===== src/rtl/instr_fetch_stage_if.sv =====
// Redirect, instruction-memory and decode-side handshake signals of the fetch stage.
// The master modport is the fetch stage; the slave modport is its environment.
interface instr_fetch_stage_if #(
  parameter int DATA_WIDTH = 32
);
  logic                  redirect_valid;
  logic [DATA_WIDTH-1:0] redirect_pc;
  logic                  imem_req_valid;
  logic [DATA_WIDTH-1:0] imem_req_addr;
  logic                  imem_req_ready;
  logic                  imem_rsp_valid;
  logic [DATA_WIDTH-1:0] imem_rsp_data;
  logic                  out_valid;
  logic                  out_ready;
  logic [DATA_WIDTH-1:0] out_pc;
  logic [DATA_WIDTH-1:0] out_instr;

  modport master (
    input  redirect_valid, redirect_pc, imem_req_ready, imem_rsp_valid, imem_rsp_data, out_ready,
    output imem_req_valid, imem_req_addr, out_valid, out_pc, out_instr
  );

  modport slave (
    output redirect_valid, redirect_pc, imem_req_ready, imem_rsp_valid, imem_rsp_data, out_ready,
    input  imem_req_valid, imem_req_addr, out_valid, out_pc, out_instr
  );
endinterface


===== src/rtl/instr_fetch_stage.sv =====
// Instruction fetch stage: PC register, in-order word fetches, and a small queue of
// {pc, instr} entries handed to decode over a valid/ready handshake.
module instr_fetch_stage #(
  parameter int                    DATA_WIDTH = 32,
  parameter int                    DEPTH      = 2,
  parameter logic [DATA_WIDTH-1:0] RESET_PC   = '0
) (
  input logic clk,
  input logic rst,
  instr_fetch_stage_if.master bus
);
  localparam int PTR_W = (DEPTH > 1) ? $clog2(DEPTH) : 1;
  localparam int CNT_W = $clog2(2 * DEPTH + 1);

  logic [DATA_WIDTH-1:0] pc;
  logic [DATA_WIDTH-1:0] q_pc    [DEPTH];
  logic [DATA_WIDTH-1:0] q_instr [DEPTH];
  logic [DEPTH-1:0]      q_filled;
  logic [PTR_W-1:0]      alloc_ptr;
  logic [PTR_W-1:0]      fill_ptr;
  logic [PTR_W-1:0]      head_ptr;
  logic [PTR_W:0]        alloc_cnt;
  logic [CNT_W-1:0]      inflight;
  logic [CNT_W-1:0]      drop;

  logic req_fire;
  logic rsp_fire;
  logic pop;

  // Allocated entries count requests still in memory as well as buffered ones,
  // so the queue always has room for every response that will be kept.
  assign bus.imem_req_valid = !rst && !bus.redirect_valid &&
                              (alloc_cnt < (PTR_W + 1)'(DEPTH));
  assign bus.imem_req_addr  = pc;
  assign bus.out_valid      = q_filled[head_ptr];
  assign bus.out_pc         = q_pc[head_ptr];
  assign bus.out_instr      = q_instr[head_ptr];

  assign req_fire = bus.imem_req_valid && bus.imem_req_ready;
  assign rsp_fire = bus.imem_rsp_valid && (inflight != '0);
  assign pop      = q_filled[head_ptr] && bus.out_ready;

  always_ff @(posedge clk or posedge rst) begin
    if (rst) begin
      pc        <= RESET_PC;
      q_filled  <= '0;
      alloc_ptr <= '0;
      fill_ptr  <= '0;
      head_ptr  <= '0;
      alloc_cnt <= '0;
      inflight  <= '0;
      drop      <= '0;
      for (int i = 0; i < DEPTH; i++) begin
        q_pc[i]    <= '0;
        q_instr[i] <= '0;
      end
    end else begin
      inflight <= inflight + CNT_W'(req_fire) - CNT_W'(rsp_fire);
      if (bus.redirect_valid) begin
        // Responses still owed by memory after this cycle belong to the old path.
        pc        <= {bus.redirect_pc[DATA_WIDTH-1:2], 2'b00};
        q_filled  <= '0;
        alloc_ptr <= '0;
        fill_ptr  <= '0;
        head_ptr  <= '0;
        alloc_cnt <= '0;
        drop      <= inflight - CNT_W'(rsp_fire);
        for (int i = 0; i < DEPTH; i++) begin
          q_pc[i]    <= '0;
          q_instr[i] <= '0;
        end
      end else begin
        if (req_fire) begin
          q_pc[alloc_ptr]     <= pc;
          q_filled[alloc_ptr] <= 1'b0;
          alloc_ptr           <= alloc_ptr + PTR_W'(1);
          pc                  <= pc + DATA_WIDTH'(4);
        end
        if (rsp_fire) begin
          if (drop != '0) begin
            drop <= drop - CNT_W'(1);
          end else begin
            q_instr[fill_ptr]  <= bus.imem_rsp_data;
            q_filled[fill_ptr] <= 1'b1;
            fill_ptr           <= fill_ptr + PTR_W'(1);
          end
        end
        if (pop) begin
          q_filled[head_ptr] <= 1'b0;
          head_ptr           <= head_ptr + PTR_W'(1);
        end
        alloc_cnt <= alloc_cnt + (PTR_W + 1)'(req_fire) - (PTR_W + 1)'(pop);
      end
    end
  end
endmodule


===== src/flat_wrapper.sv =====
// flat-port wrapper written by rule: the top's interface ports become plain ports
module instr_fetch_stage_flat 
#(
  parameter int                    DATA_WIDTH = 32,
  parameter int                    DEPTH      = 2,
  parameter logic [DATA_WIDTH-1:0] RESET_PC   = '0
)
  (clk, rst, bus_redirect_valid, bus_redirect_pc, bus_imem_req_ready, bus_imem_rsp_valid, bus_imem_rsp_data, bus_out_ready, bus_imem_req_valid, bus_imem_req_addr, bus_out_valid, bus_out_pc, bus_out_instr);
  instr_fetch_stage_if #(.DATA_WIDTH(DATA_WIDTH)) bus_i ();
  input logic clk;
  input logic rst;
  input wire logic [$bits(bus_i.redirect_valid)-1:0] bus_redirect_valid;
  input wire logic [$bits(bus_i.redirect_pc)-1:0] bus_redirect_pc;
  input wire logic [$bits(bus_i.imem_req_ready)-1:0] bus_imem_req_ready;
  input wire logic [$bits(bus_i.imem_rsp_valid)-1:0] bus_imem_rsp_valid;
  input wire logic [$bits(bus_i.imem_rsp_data)-1:0] bus_imem_rsp_data;
  input wire logic [$bits(bus_i.out_ready)-1:0] bus_out_ready;
  output wire logic [$bits(bus_i.imem_req_valid)-1:0] bus_imem_req_valid;
  output wire logic [$bits(bus_i.imem_req_addr)-1:0] bus_imem_req_addr;
  output wire logic [$bits(bus_i.out_valid)-1:0] bus_out_valid;
  output wire logic [$bits(bus_i.out_pc)-1:0] bus_out_pc;
  output wire logic [$bits(bus_i.out_instr)-1:0] bus_out_instr;
  assign bus_i.redirect_valid = bus_redirect_valid;
  assign bus_i.redirect_pc = bus_redirect_pc;
  assign bus_i.imem_req_ready = bus_imem_req_ready;
  assign bus_i.imem_rsp_valid = bus_imem_rsp_valid;
  assign bus_i.imem_rsp_data = bus_imem_rsp_data;
  assign bus_i.out_ready = bus_out_ready;
  assign bus_imem_req_valid = bus_i.imem_req_valid;
  assign bus_imem_req_addr = bus_i.imem_req_addr;
  assign bus_out_valid = bus_i.out_valid;
  assign bus_out_pc = bus_i.out_pc;
  assign bus_out_instr = bus_i.out_instr;
  instr_fetch_stage #(.DATA_WIDTH(DATA_WIDTH), .DEPTH(DEPTH), .RESET_PC(RESET_PC)) u_core (.clk(clk), .rst(rst), .bus(bus_i));
endmodule

===== config.mk =====
export PLATFORM = sky130hd
export DESIGN_NAME = instr_fetch_stage_flat
export DESIGN_NICKNAME = d
export VERILOG_FILES = /design/src/rtl/instr_fetch_stage_if.sv /design/src/rtl/instr_fetch_stage.sv /design/src/flat_wrapper.sv
export SDC_FILE = /design/constraint.sdc
export NUM_CORES = 1
export LEC_CHECK = 0
export ABC_AREA = 0
export BUFFER_PORTS_ARGS = -buffer_cell sky130_fd_sc_hd__buf_2
export CAP_MARGIN = 20
export CORE_MARGIN = 4
export CORE_UTILIZATION = 37
export CTS_CLUSTER_DIAMETER = 100
export DETAILED_ROUTE_END_ITERATION = 8
export PLACE_DENSITY = 0.66
export SLEW_MARGIN = 15
export SYNTH_ARGS = -nofsm -noshare
export SYNTH_HDL_FRONTEND = slang
export SYNTH_SLANG_ARGS = --single-unit

===== constraint.sdc =====
create_clock -name clk -period 5.98 [get_ports clk]
set_input_delay 0.299 -clock clk [delete_from_list [all_inputs] [get_ports clk]]
set_output_delay 0.299 -clock clk [all_outputs]
set_load 0.005 [all_outputs]

* Yosys cells after proc, flatten, opt, wreduce, memory -nomap -nowiden
Index checks and enable logic that the tools add are counted.
Operators by class: add/subtract/negate cells 10, $mul 0, div/mod/pow operators 0, $lt $le $gt $ge 12, equality and inequality tests 1, shifts and indexed selects 0, multiplexer cells 45, bitwise gates (word level) 8, reduce and logical (&&, ||, !) cells 20
Operators with widths (number):
- two-way mux 32 bit | 10
- two-way mux 64 bit | 5
- bitwise mux 64 bit | 2
- demux 32 bit (select 1 bit) | 2
- adder 32 x 3 -> 32 bit (second input constant) | 1
- two-way mux 2 bit | 8
- two-way mux 1 bit | 12
- logical AND 1 bit | 10
- two-way mux 3 bit | 3
- nonzero test 2 bit | 4
- >= comparator 2 bit (second input constant) | 3
- < comparator 1 x 2 -> 1 bit (second input constant) | 3
- NOT 1 -> 2 bit | 3
- nonzero test 3 bit | 2
- subtractor 3 x 1 -> 3 bit | 2
- AND 2 bit | 2
- < comparator 2 x 1 -> 1 bit (second input constant) | 2
- NOT 2 bit | 2
- AND reduction 2 bit | 2
- adder 1 bit (second input constant) | 3
- adder 3 x 1 -> 3 bit | 1
- demux 1 bit (select 1 bit) | 3
- >= comparator 1 bit (second input constant) | 3
- subtractor 3 x 1 -> 3 bit (second input constant) | 1
- 6 further kinds | 7
Word-level totals: bits in registers 173, bits in latches 0, RAM bits 0, ROM bits 0, bits of input ports 70, output and inout port bits 98, logic and storage cells 108, memories 0

* Depth between registers and ports, before layout
Gate-level depths: netlist of the first run.
depth in word-level cells 15, mapped depth 9, mapped depth without buffers 9

* Worst setup path before layout of the first run
OpenSTA, ideal clock, no wires.
path kind register to register, start point reg u_core.inflight[2], end point reg u_core.inflight[2], setup time 0.123 ns, data arrival time 2.125 ns, data required time 5.857 ns, slack 3.732 ns, stages on the path, launching flop included 10, buffers on the path 0, period minus slack after synthesis 2.248 ns, cells stage by stage dfrtp_1 o31ai_1 inv_1 ha_1 inv_1 ha_1 inv_1 fa_1 xnor2_1 xnor2_1
On the way: word-level cells in the longest chain between the ends 3, elaborated cells on any way between the ends 4, those cells by class add/sub: 2; reduce/logical: 2
Ends and longest elaborated chain:
- start: declaration | line instr_fetch_stage.sv:23 | logic [CNT_W-1:0] inflight;
- start signal: assignment | line instr_fetch_stage.sv:58 | inflight <= inflight + CNT_W'(req_fire) - CNT_W'(rsp_fire);
- branches (longest 2 deep; another with adder 3 x 1 -> 3 bit)
- subtractor 3 x 1 -> 3 bit (*) | line instr_fetch_stage.sv:58
Every way passes the cells marked *. A chain may end at the register's enable or synchronous reset.

* Worst setup path in the final report of the first run
start point reg u_core.head_ptr, end point out bus_out_pc[10]
On the way: word-level cells in the longest chain between the ends 4
Ends and longest elaborated chain:
- start: declaration | line instr_fetch_stage.sv:21 | logic [PTR_W-1:0] head_ptr;
- start signal: assignment | line instr_fetch_stage.sv:90 | head_ptr <= head_ptr + PTR_W'(1);
- NOT 1 -> 2 bit (implied by the code) | line instr_fetch_stage.sv:36 | assign bus.out_pc = q_pc[head_ptr];
- two-way mux 32 bit (implied by the code) (3 in a row) | line instr_fetch_stage.sv:36
- end: declaration | line flat_wrapper.sv:21 | output wire logic [$bits(bus_i.out_pc)-1:0] bus_out_pc;
No other way between the ends. The select of a mux whose other input is x is not followed.

==> results of run 1 <==
kinds of logic after synthesis:
| logic type | Yosys count | share of synthesized area |
|---|---|---|
| AOI/OAI and AO/OA | 156 | 0.104 |
| xor gates and xnor gates | 20 | 0.0213 |
| adders and majority gates | 10 | 0.0161 |
| buffers and inverters | 83 | 0.0399 |
| DFF | 169 | 0.514 |
| muxes | 66 | 0.0899 |
| other | 1 | 0.000456 |
| and+or+nand+nor | 397 | 0.214 |
critical path, delay by kind of cell (launching register included):
kind	cells	cell delay (ns)
flip-flops	1	0.82
multiplexers	1	0.43
buffers and inverters	2	0.77
path summary, 6_finish.rpt:
check                      slack [ns]                from                          end
max                              3.23     u_core.head_ptr               bus_out_pc[10]
min                              0.08  bus_redirect_pc[7]  u_core.bus.imem_req_addr[7]
max reg2reg                      3.43     u_core.head_ptr          u_core.alloc_cnt[0]
min reg2reg                      0.50      u_core.q_pc[2]               u_core.q_pc[2]
max in group asynchronous        4.48                 rst           u_core.q_instr[50]
min in group asynchronous        0.43                 rst               u_core.q_pc[4]
power by group through the flow:
stage / clock network [W] / registers, W / logic [W]
CTS: 0.00110 / 0.00134 / 0.000506
finish: 0.00107 / 0.00134 / 0.000498
global route: 0.00115 / 0.00135 / 0.000567
detailed placement: 0 / 0.00136 / 0.000502
floorplan: 0 / 0.00132 / 0.000342
global placement: 0 / 0.00135 / 0.000495
layout make-up:
type	count	area, sq um
multi-input combinational	651	3690
fill	2131	12000
tap	280	350
clock inverter	12	114
inverter	16	65.1
sequential	169	4230
timing repair buffer	177	946
clock buffer	19	453
sequential cells by signal (all words and copies together), names as in the netlist:
name and cells:
u_core.q_filled 2, u_core.q_instr 64, u_core.drop 3, u_core.alloc_ptr 1, u_core.fill_ptr 1, u_core.q_pc 62
u_core.bus.imem_req_addr 30, u_core.inflight 3, u_core.alloc_cnt 2, u_core.head_ptr 1
through the flow:
stage / worst slack, ns / power [W] / area [sq um] / hold WS [ns]
global placement: 3.42 / 0.00185 / 9240 / 0.486
CTS: 3.19 / 0.00294 / 9810 / 0.0656
finish: 3.23 / 0.00291 / 9850 / 0.0812
detailed placement: 3.41 / 0.00186 / 9240 / 0.488
floorplan: 1.11 / 0.00166 / 8230 / 0.390
global route: 3.14 / 0.00306 / 9850 / 0.0745
layout by cell type (no fill, tap or decap), drive strengths merged, types with 19 or more instances in the layout:
master / instances
o21ai: 53
clkbuf: 19
dfrtp: 169
mux2: 63
buf: 176
inv: 20
a21oi: 67
nand2: 264
nor2: 24
nand3: 47
routing by layer:
metal,part of all wire,vias to the layer above,GRT usage
li1,-,3328,-
met1,0.46,3262,0.236
met2,0.46,193,0.280
met3,0.072,20,0.0503
met4,0.0079,4,0.0406
met5,0.0012,-,0
what timing repair did:
action                                 CTS  global route
hold buffers                             0             1
endpoints found under the hold margin    0            21
setup endpoints to repair                0             0
==> flow_summary.json, run 1 <==
{
  "slew_violations": 0,
  "max_root_sink_buffers": 2,
  "setup_repair_after_global_routing_missed_its_margin": "no",
  "endpoint_type_of_the_worst_setup_path": "primary output",
  "dominant_cell_by_count_in_the_synthesized_netlist": "nand2_1",
  "final_nets": 1112,
  "first_global_vias": 6637,
  "gp_congestion": 0.789,
  "worstPathRequired_ns": 5.68,
  "finalCriticalPeriod_ns": 2.75,
  "antenna_cells_inserted": 0,
  "crit_fanout": 39,
  "drive_gt1_frac": 0.271,
  "power.net_switching_w": 0.000851,
  "path_cells": "buf_4 > mux2_2 > buf_2",
  "placementRows": 54,
  "cts_htree_levels": 4,
  "gate_count_after_technology_mapping": 902,
  "syn_area_per_cell_sq_um": 9.12,
  "yosys_register_bits": 169,
  "ant_nets": 0,
  "most_area_consuming_cells_after_synthesis": "dfrtp_1 51%, nand2_1 12%, mux2_2 8.6%, a21oi_1 4.1%, o21ai_0 3.2%",
  "clockRootBuffer": "clkbuf_16",
  "detailroute.via_count": 6807,
  "grt_antenna_before_repair": 2,
  "power_switching_share": 0.293,
  "worstHoldPathType": "input port to register",
  "utilization": 0.451,
  "design.portCount": 168,
  "share_comb_of_total_power": 0.171,
  "synth_top_area_frac": 0.514,
  "critPathLaunchType": "register",
  "count_of_routing_violations_after_the_opening_detailed_route_iteration": 410,
  "count_of_synthesis_stage_warnings_from_yosys": 0,
  "cts_sinks": 169,
  "cts-buffers-inserted": 17,
  "critPathSlowestCell": "dfrtp_2",
  "finalSetupTns_ns": 0,
  "grt_start_max_net_pins": 107,
  "timing.max_slew.rel_slack": 0.291,
  "die-height_um": 157,
  "floorplan.initialDensity": 0.377,
  "place.port_buffers": 163,
  "post_layout_nonfiller_instances": 1324,
  "finalSetupViolCount": 0,
  "final_min_period_over_clock_period": 0.460,
  "seq_power_share": 0.460,
  "avgViaCountPerCell": 5.14,
  "reg2reg_depth": 7,
  "clock_skew_ns": 0.0124,
  "drcViolationCount": 0,
  "wire_per_inst_um": 16.4,
  "area_delta_synth_final_pct": 19.7,
  "drt-pass1-iter-count": 5,
  "cts_setup_buffers": 0,
  "yosys_most_used_dff": "dfrtp_1",
  "synth.cell_area_sq_um": 8220,
  "cellLeakagePower_nw": 4.63,
  "max_slew.worst_pin.slew_ns": 1.06,
  "grtUsageTotal": 0.175,
  "finalHoldViolations": 0,
  "dpl.hpwl_um": 13800,
  "p_per_area_nw_per_um2": 295,
  "max_cap_viol_count": 0,
  "dieWidth_um": 157,
  "detail_route.wirelength_um": 21700,
  "post_cts_resized": 0,
  "cp_slowest_stage_delay_ns": 0.82,
  "synthTopCellsByCount": "264 x nand2_1, 169 x dfrtp_1, 67 x a21oi_1, 63 x mux2_2, 54 x clkbuf_1",
  "clkTransAtPathRegs_ns": 0.07,
  "wire_length_of_the_first_global_routing_pass_um": 34800,
  "whs_path_depth": 3,
  "synth_cell_types": 44,
  "floorplan.die_area_sq_um": 24700,
  "power_report.internal_total_w": 0.00206,
  "run_status": "finished clean",
  "power.ir.vdd_worst_mv": 0.167,
  "timing_worst_setup_path_type": "register to primary output",
  "clkLatencyLatePin_ns": 0.43,
  "core_outline_area_sq_um": 21800,
  "ys_seq_area_frac": 0.514,
  "globalRouteOverflowTotal": 0,
  "synth-edff-count": 0,
  "place.detailed.instances": 1291,
  "achievable-frequency_mhz": 364,
  "synth_async_sr_flop_share": 1.00,
  "largest_area_contributor_in_the_synthesized_netlist": "dfrtp_1",
  "pwr-share-clk": 0.369,
  "tritoncts": "done",
  "worst_ep_arrival_time_ns": 2.45
}
Note: power is estimated with default switching activity, not from simulation.
==> inputs of run 2 (changes only) <==
PLACE_DENSITY = 0.68   (was 0.66)
clock period = 2.3 ns   (was 5.98 ns; I/O delays follow)
==> run 2 against run 1 <==
Effect of this change:
- first-iteration DRC count increased by 23%
- critical path type is now register to register
- largest power group unchanged
- global-route usage increased by 1.5 points
- clock skew increased by 0.00079 ns
- final area increased by 8.8%
- flip-flop and latch count unchanged
- critical endpoint is now u_core.bus.imem_req_addr[26]
==> flow_summary.json, run 2 (synthesis gave the netlist of run 1 again) <==
{
  "run_status": "finished clean",
  "detailroute.via_count": 7270,
  "grt_start_max_net_pins": 104,
  "timing_worst_setup_path_type": "register to register",
  "slew_violations": 0,
  "antenna_cells_inserted": 0,
  "cts_htree_levels": 4,
  "top_register": "u_core.q_instr",
  "clock_skew_ns": 0.0132,
  "tritoncts": "done",
  "place.port_buffers": 163,
  "ant_nets": 0,
  "post_cts_resized": 0,
  "die-height_um": 157,
  "core_outline_area_sq_um": 21800,
  "timing.max_slew.rel_slack": 0.284,
  "drcViolationCount": 0,
  "cts-buffers-inserted": 17,
  "grtUsageTotal": 0.190,
  "first_global_vias": 7377,
  "clockRootBuffer": "clkbuf_16",
  "drt-pass1-iter-count": 6,
  "achievable-frequency_mhz": 458,
  "dieWidth_um": 157,
  "post_layout_nonfiller_instances": 1405,
  "floorplan.die_area_sq_um": 24700,
  "finalSetupTns_ns": 0,
  "max_cap_viol_count": 0,
  "worst_ep_arrival_time_ns": 2.52,
  "avgViaCountPerCell": 5.17,
  "max_root_sink_buffers": 2,
  "power.ir.vdd_worst_mv": 0.442,
  "placementRows": 54,
  "bufs_and_invs_on_worst_path": 1,
  "wire_length_of_the_first_global_routing_pass_um": 38100,
  "place_worst_setup_slack_ns": 0.129,
  "power.net_switching_w": 0.00233,
  "worstHoldPathType": "input port to register",
  "hold_buffers": 64,
  "utilization": 0.491,
  "clkTransAtPathRegs_ns": 0.07,
  "cts_sinks": 169,
  "power_switching_share": 0.291,
  "critical_path.top_delay_family": "simple AND/OR/NAND/NOR gates",
  "final_cell_mix": "264 x nand2_1, 168 x dfrtp_1, 162 x buf_2",
  "pwr-share-clk": 0.383,
  "share_comb_of_total_power": 0.189,
  "path_cells": "nor3b_2 > buf_4 > nand4_1 > or4_1 > a31oi_1",
  "final_min_period_over_clock_period": 0.949,
  "wire_per_inst_um": 16.6,
  "cts_setup_buffers": 0,
  "grt_antenna_before_repair": 0,
  "place.detailed.instances": 1309,
  "seq_power_share": 0.428,
  "fill_cells": 2053,
  "finalHoldViolations": 0,
  "critPathSlowestCell": "or4_1",
  "gp_congestion": 0.814,
  "power_report.internal_total_w": 0.00569,
  "design.portCount": 168,
  "finalSetupViolCount": 0,
  "finalCriticalPeriod_ns": 2.18,
  "final_nets": 1192,
  "drive_gt1_frac": 0.268,
  "floorplan.initialDensity": 0.377,
  "max_slew.worst_pin.slew_ns": 1.07,
  "post-route-worst-setup-slack_ns": 0.118,
  "worstPathRequired_ns": 2.64,
  "crit_fanout": 12,
  "critPathLaunchType": "register",
  "p_per_area_nw_per_um2": 748,
  "cellLeakagePower_nw": 5.03,
  "clkLatencyLatePin_ns": 0.43,
  "endpoint_type_of_the_worst_setup_path": "register",
  "final_common_cell": "nand2_1",
  "count_of_routing_violations_after_the_opening_detailed_route_iteration": 506,
  "detail_route.wirelength_um": 23300,
  "largest_reg_flops": 64,
  "cp_slowest_stage_delay_ns": 0.61,
  "dpl.hpwl_um": 14600,
  "globalRouteOverflowTotal": 0,
  "area_delta_synth_final_pct": 30.3,
  "setup_repair_after_global_routing_missed_its_margin": "no"
}
## run 2: cell type report
type	count	area, sq um	share of cell area
Timing Repair Buffer	257	1760	0.164
Clock inverter	14	184	0.0172
Multi-Input combinational cell	651	3690	0.344
Inverter	16	63.8	0.00596
Clock buffer	18	439	0.0410
Tap cell	280	350	0.0327
Sequential cell	169	4230	0.395
## run 2: worst paths after layout
path	startpoint	to	cells past startpoint	slack, ns
min	bus_imem_rsp_valid	u_core.drop[0]	5	0.17
min reg2reg	u_core.q_pc[28]	u_core.q_pc[28]	2	0.51
max reg2reg	u_core.alloc_cnt[1]	u_core.bus.imem_req_addr[26]	5	0.12
min in group asynchronous	rst	u_core.bus.imem_req_addr[4]	3	0.37
max	u_core.alloc_cnt[1]	u_core.bus.imem_req_addr[26]	5	0.12
max in group asynchronous	rst	u_core.q_pc[47]	4	1.14
## run 2: worst reg2reg max path: stages (launching register included)
cell and delay [ns]:
dfrtp_1 0.45, nor3b_2 0.25, buf_4 0.24, nand4_1 0.35, or4_1 0.61, a31oi_1 0.19
## run 2: per-layer routing
layer | global-route usage | wire length (um)
met1 | 0.253 | 10400
met2 | 0.306 | 10900
met3 | 0.0487 | 1700
met4 | 0.0610 | 335
met5 | 0 | 0
## run 2: per-stage QoR
| step | instance area, sq um | hold slack [ns] | total power, W |
|---|---|---|---|
| final | 10700 | 0.168 | 0.00802 |
| after global routing | 10700 | 0.154 | 0.00845 |
| after CTS | 10700 | 0.147 | 0.00811 |
| after detailed placement | 9450 | 0.268 | 0.00492 |
| after global placement | 9450 | 0.250 | 0.00488 |
| after floorplan | 8230 | 0.206 | 0.00433 |
## run 2: power by group through the flow
stage	Combinational [W]	Clock, W	Sequential (W)
floorplan	0.000889	0	0.00344
global placement	0.00142	0	0.00347
detailed placement	0.00144	0	0.00348
CTS	0.00154	0.00315	0.00343
global route	0.00171	0.00327	0.00347
finish	0.00152	0.00307	0.00343
==> inputs of run 3 (changes only) <==
ABC_AREA = unset   (was 0)
PLACE_DENSITY = 0.59   (was 0.68)
==> run 3 against run 2 <==
Effect of this change:
- core utilization grew 0.092 points
- final area increased by 0.19%
- maximum frequency is 1.6% higher
- non-clock buffer count up 2
- total power is 2.3% lower
- clock skew down 0.0045 ns
==> flow_summary.json, run 3 (synthesis gave the netlist of run 1 again) <==
{
  "area_delta_synth_final_pct": 30.5,
  "detail_route.wirelength_um": 22900,
  "timing_worst_setup_path_type": "register to register",
  "place_worst_setup_slack_ns": 0.136,
  "cts_htree_levels": 4,
  "power.ir.vdd_worst_mv": 0.424,
  "p_per_area_nw_per_um2": 730,
  "grt_start_max_net_pins": 83,
  "hp-start": "bus_redirect_valid",
  "die-height_um": 157,
  "reg2reg_from": "u_core.inflight[2]",
  "top_register": "u_core.q_instr",
  "whs_path_depth": 3,
  "run_status": "finished clean",
  "largest_reg_flops": 64,
  "grtUsageTotal": 0.188,
  "setup_repair_after_global_routing_missed_its_margin": "no",
  "critPathLaunchType": "register",
  "clock_skew_ns": 0.00875,
  "drive_gt1_frac": 0.267,
  "critical_path.startpoint": "u_core.inflight[2]",
  "clkLatencyLatePin_ns": 0.42,
  "finalCriticalPeriod_ns": 2.15,
  "avgViaCountPerCell": 5.02,
  "final_min_period_over_clock_period": 0.934,
  "count_of_routing_violations_after_the_opening_detailed_route_iteration": 341,
  "finalSetupViolCount": 0,
  "post-route-worst-setup-slack_ns": 0.152,
  "timing.max_slew.rel_slack": 0.420,
  "tritoncts": "done",
  "clkTransAtPathRegs_ns": 0.07,
  "rrSetupSlack_ns": 0.15,
  "max_root_sink_buffers": 2,
  "fill_cells": 2070,
  "final_cell_mix": "264 x nand2_1, 168 x dfrtp_1, 162 x buf_2",
  "first_global_vias": 7147,
  "achievable-frequency_mhz": 466,
  "ant_nets": 0,
  "endpoint_type_of_the_worst_setup_path": "register",
  "wire_per_inst_um": 16.3,
  "reg2reg_depth": 9,
  "design.portCount": 168,
  "max_slew.worst_pin.slew_ns": 0.870,
  "worstPathRequired_ns": 2.64,
  "floorplan.initialDensity": 0.377,
  "globalRouteOverflowTotal": 0,
  "worstHoldPathType": "input port to register",
  "core_outline_area_sq_um": 21800,
  "slew_violations": 0,
  "gp_congestion": 0.772,
  "drt-pass1-iter-count": 4,
  "dieWidth_um": 157,
  "cts_sinks": 169,
  "finalSetupTns_ns": 0,
  "drcViolationCount": 0,
  "cts-buffers-inserted": 17,
  "finalHoldViolations": 0,
  "cellLeakagePower_nw": 5.03,
  "place.port_buffers": 163,
  "final_nets": 1194,
  "grt_antenna_before_repair": 1,
  "final_common_cell": "nand2_1",
  "floorplan.die_area_sq_um": 24700,
  "max_cap_viol_count": 0,
  "detailroute.via_count": 7070,
  "wire_length_of_the_first_global_routing_pass_um": 37400,
  "placementRows": 54,
  "worst_ep_arrival_time_ns": 2.48,
  "dpl.hpwl_um": 14400,
  "place.detailed.instances": 1310,
  "crit_fanout": 3,
  "clockRootBuffer": "clkbuf_16",
  "post_layout_nonfiller_instances": 1408
}
run 3: layer usage:
metal | vias to the layer above | wire [um] | global-route usage
met4 | 0 | 252 | 0.0483
met5 | - | 0 | 0
met2 | 189 | 10900 | 0.310
li1 | 3496 | - | -
met3 | 18 | 1410 | 0.0432
met1 | 3367 | 10400 | 0.253
run 3: worst max-delay path: stages (launching register included):
cell	delay [ns]
dfrtp_1	0.41
o31ai_1	0.32
inv_1	0.10
ha_1	0.29
inv_1	0.06
ha_1	0.13
inv_1	0.05
fa_1	0.37
xnor2_1	0.18
xnor2_1	0.15
run 3: power by group:
group / switching, W / internal [W] / total, W / leakage, nW
Combinational: 0.000805 / 0.000706 / 0.00151 / 2.48
Clock: 0.00120 / 0.00169 / 0.00290 / 0.290
Sequential: 0.000212 / 0.00322 / 0.00343 / 2.26
Total: 0.00222 / 0.00562 / 0.00784 / 5.03
run 3: metrics by stage:
stage / area [sq um] / hold WS [ns] / util / total power [W]
detailed placement: 9490 / 0.248 / 0.435 / 0.00493
finish: 10700 / 0.0788 / 0.492 / 0.00784
CTS: 10700 / 0.0556 / 0.491 / 0.00796
global placement: 9490 / 0.238 / 0.435 / 0.00490
floorplan: 8230 / 0.206 / - / 0.00433
global route: 10700 / 0.0696 / 0.492 / 0.00830
run 3: repair_timing:
action | CTS | global route
hold endpoints to repair | 115 | 0
endpoints found under the setup margin | 0 | 5
hold buffers | 64 | 0
gates resized for setup | 0 | 1
buffers inserted | 0 | 1
run 3: layout make-up:
cell class	count	area, sq um	area share
clock inverters	10	118	0.0110
multi-input cells	651	3690	0.344
inverters	16	63.8	0.00594
well taps	280	350	0.0326
clock buffers	22	474	0.0442
flip-flops and latches	169	4230	0.394
diodes	1	2.50	0.000233
repair buffers	259	1800	0.168
run 3: path summary, 6_finish.rpt:
| check | end |
|---|---|
| worst max-delay path | u_core.inflight[2] |
| worst min-delay path | u_core.bus.imem_req_addr[13] |
| worst max register to register | u_core.inflight[2] |
| worst min register to register | u_core.q_pc[19] |
| max in group asynchronous | u_core.q_instr[52] |
| min in group asynchronous | u_core.q_pc[38] |
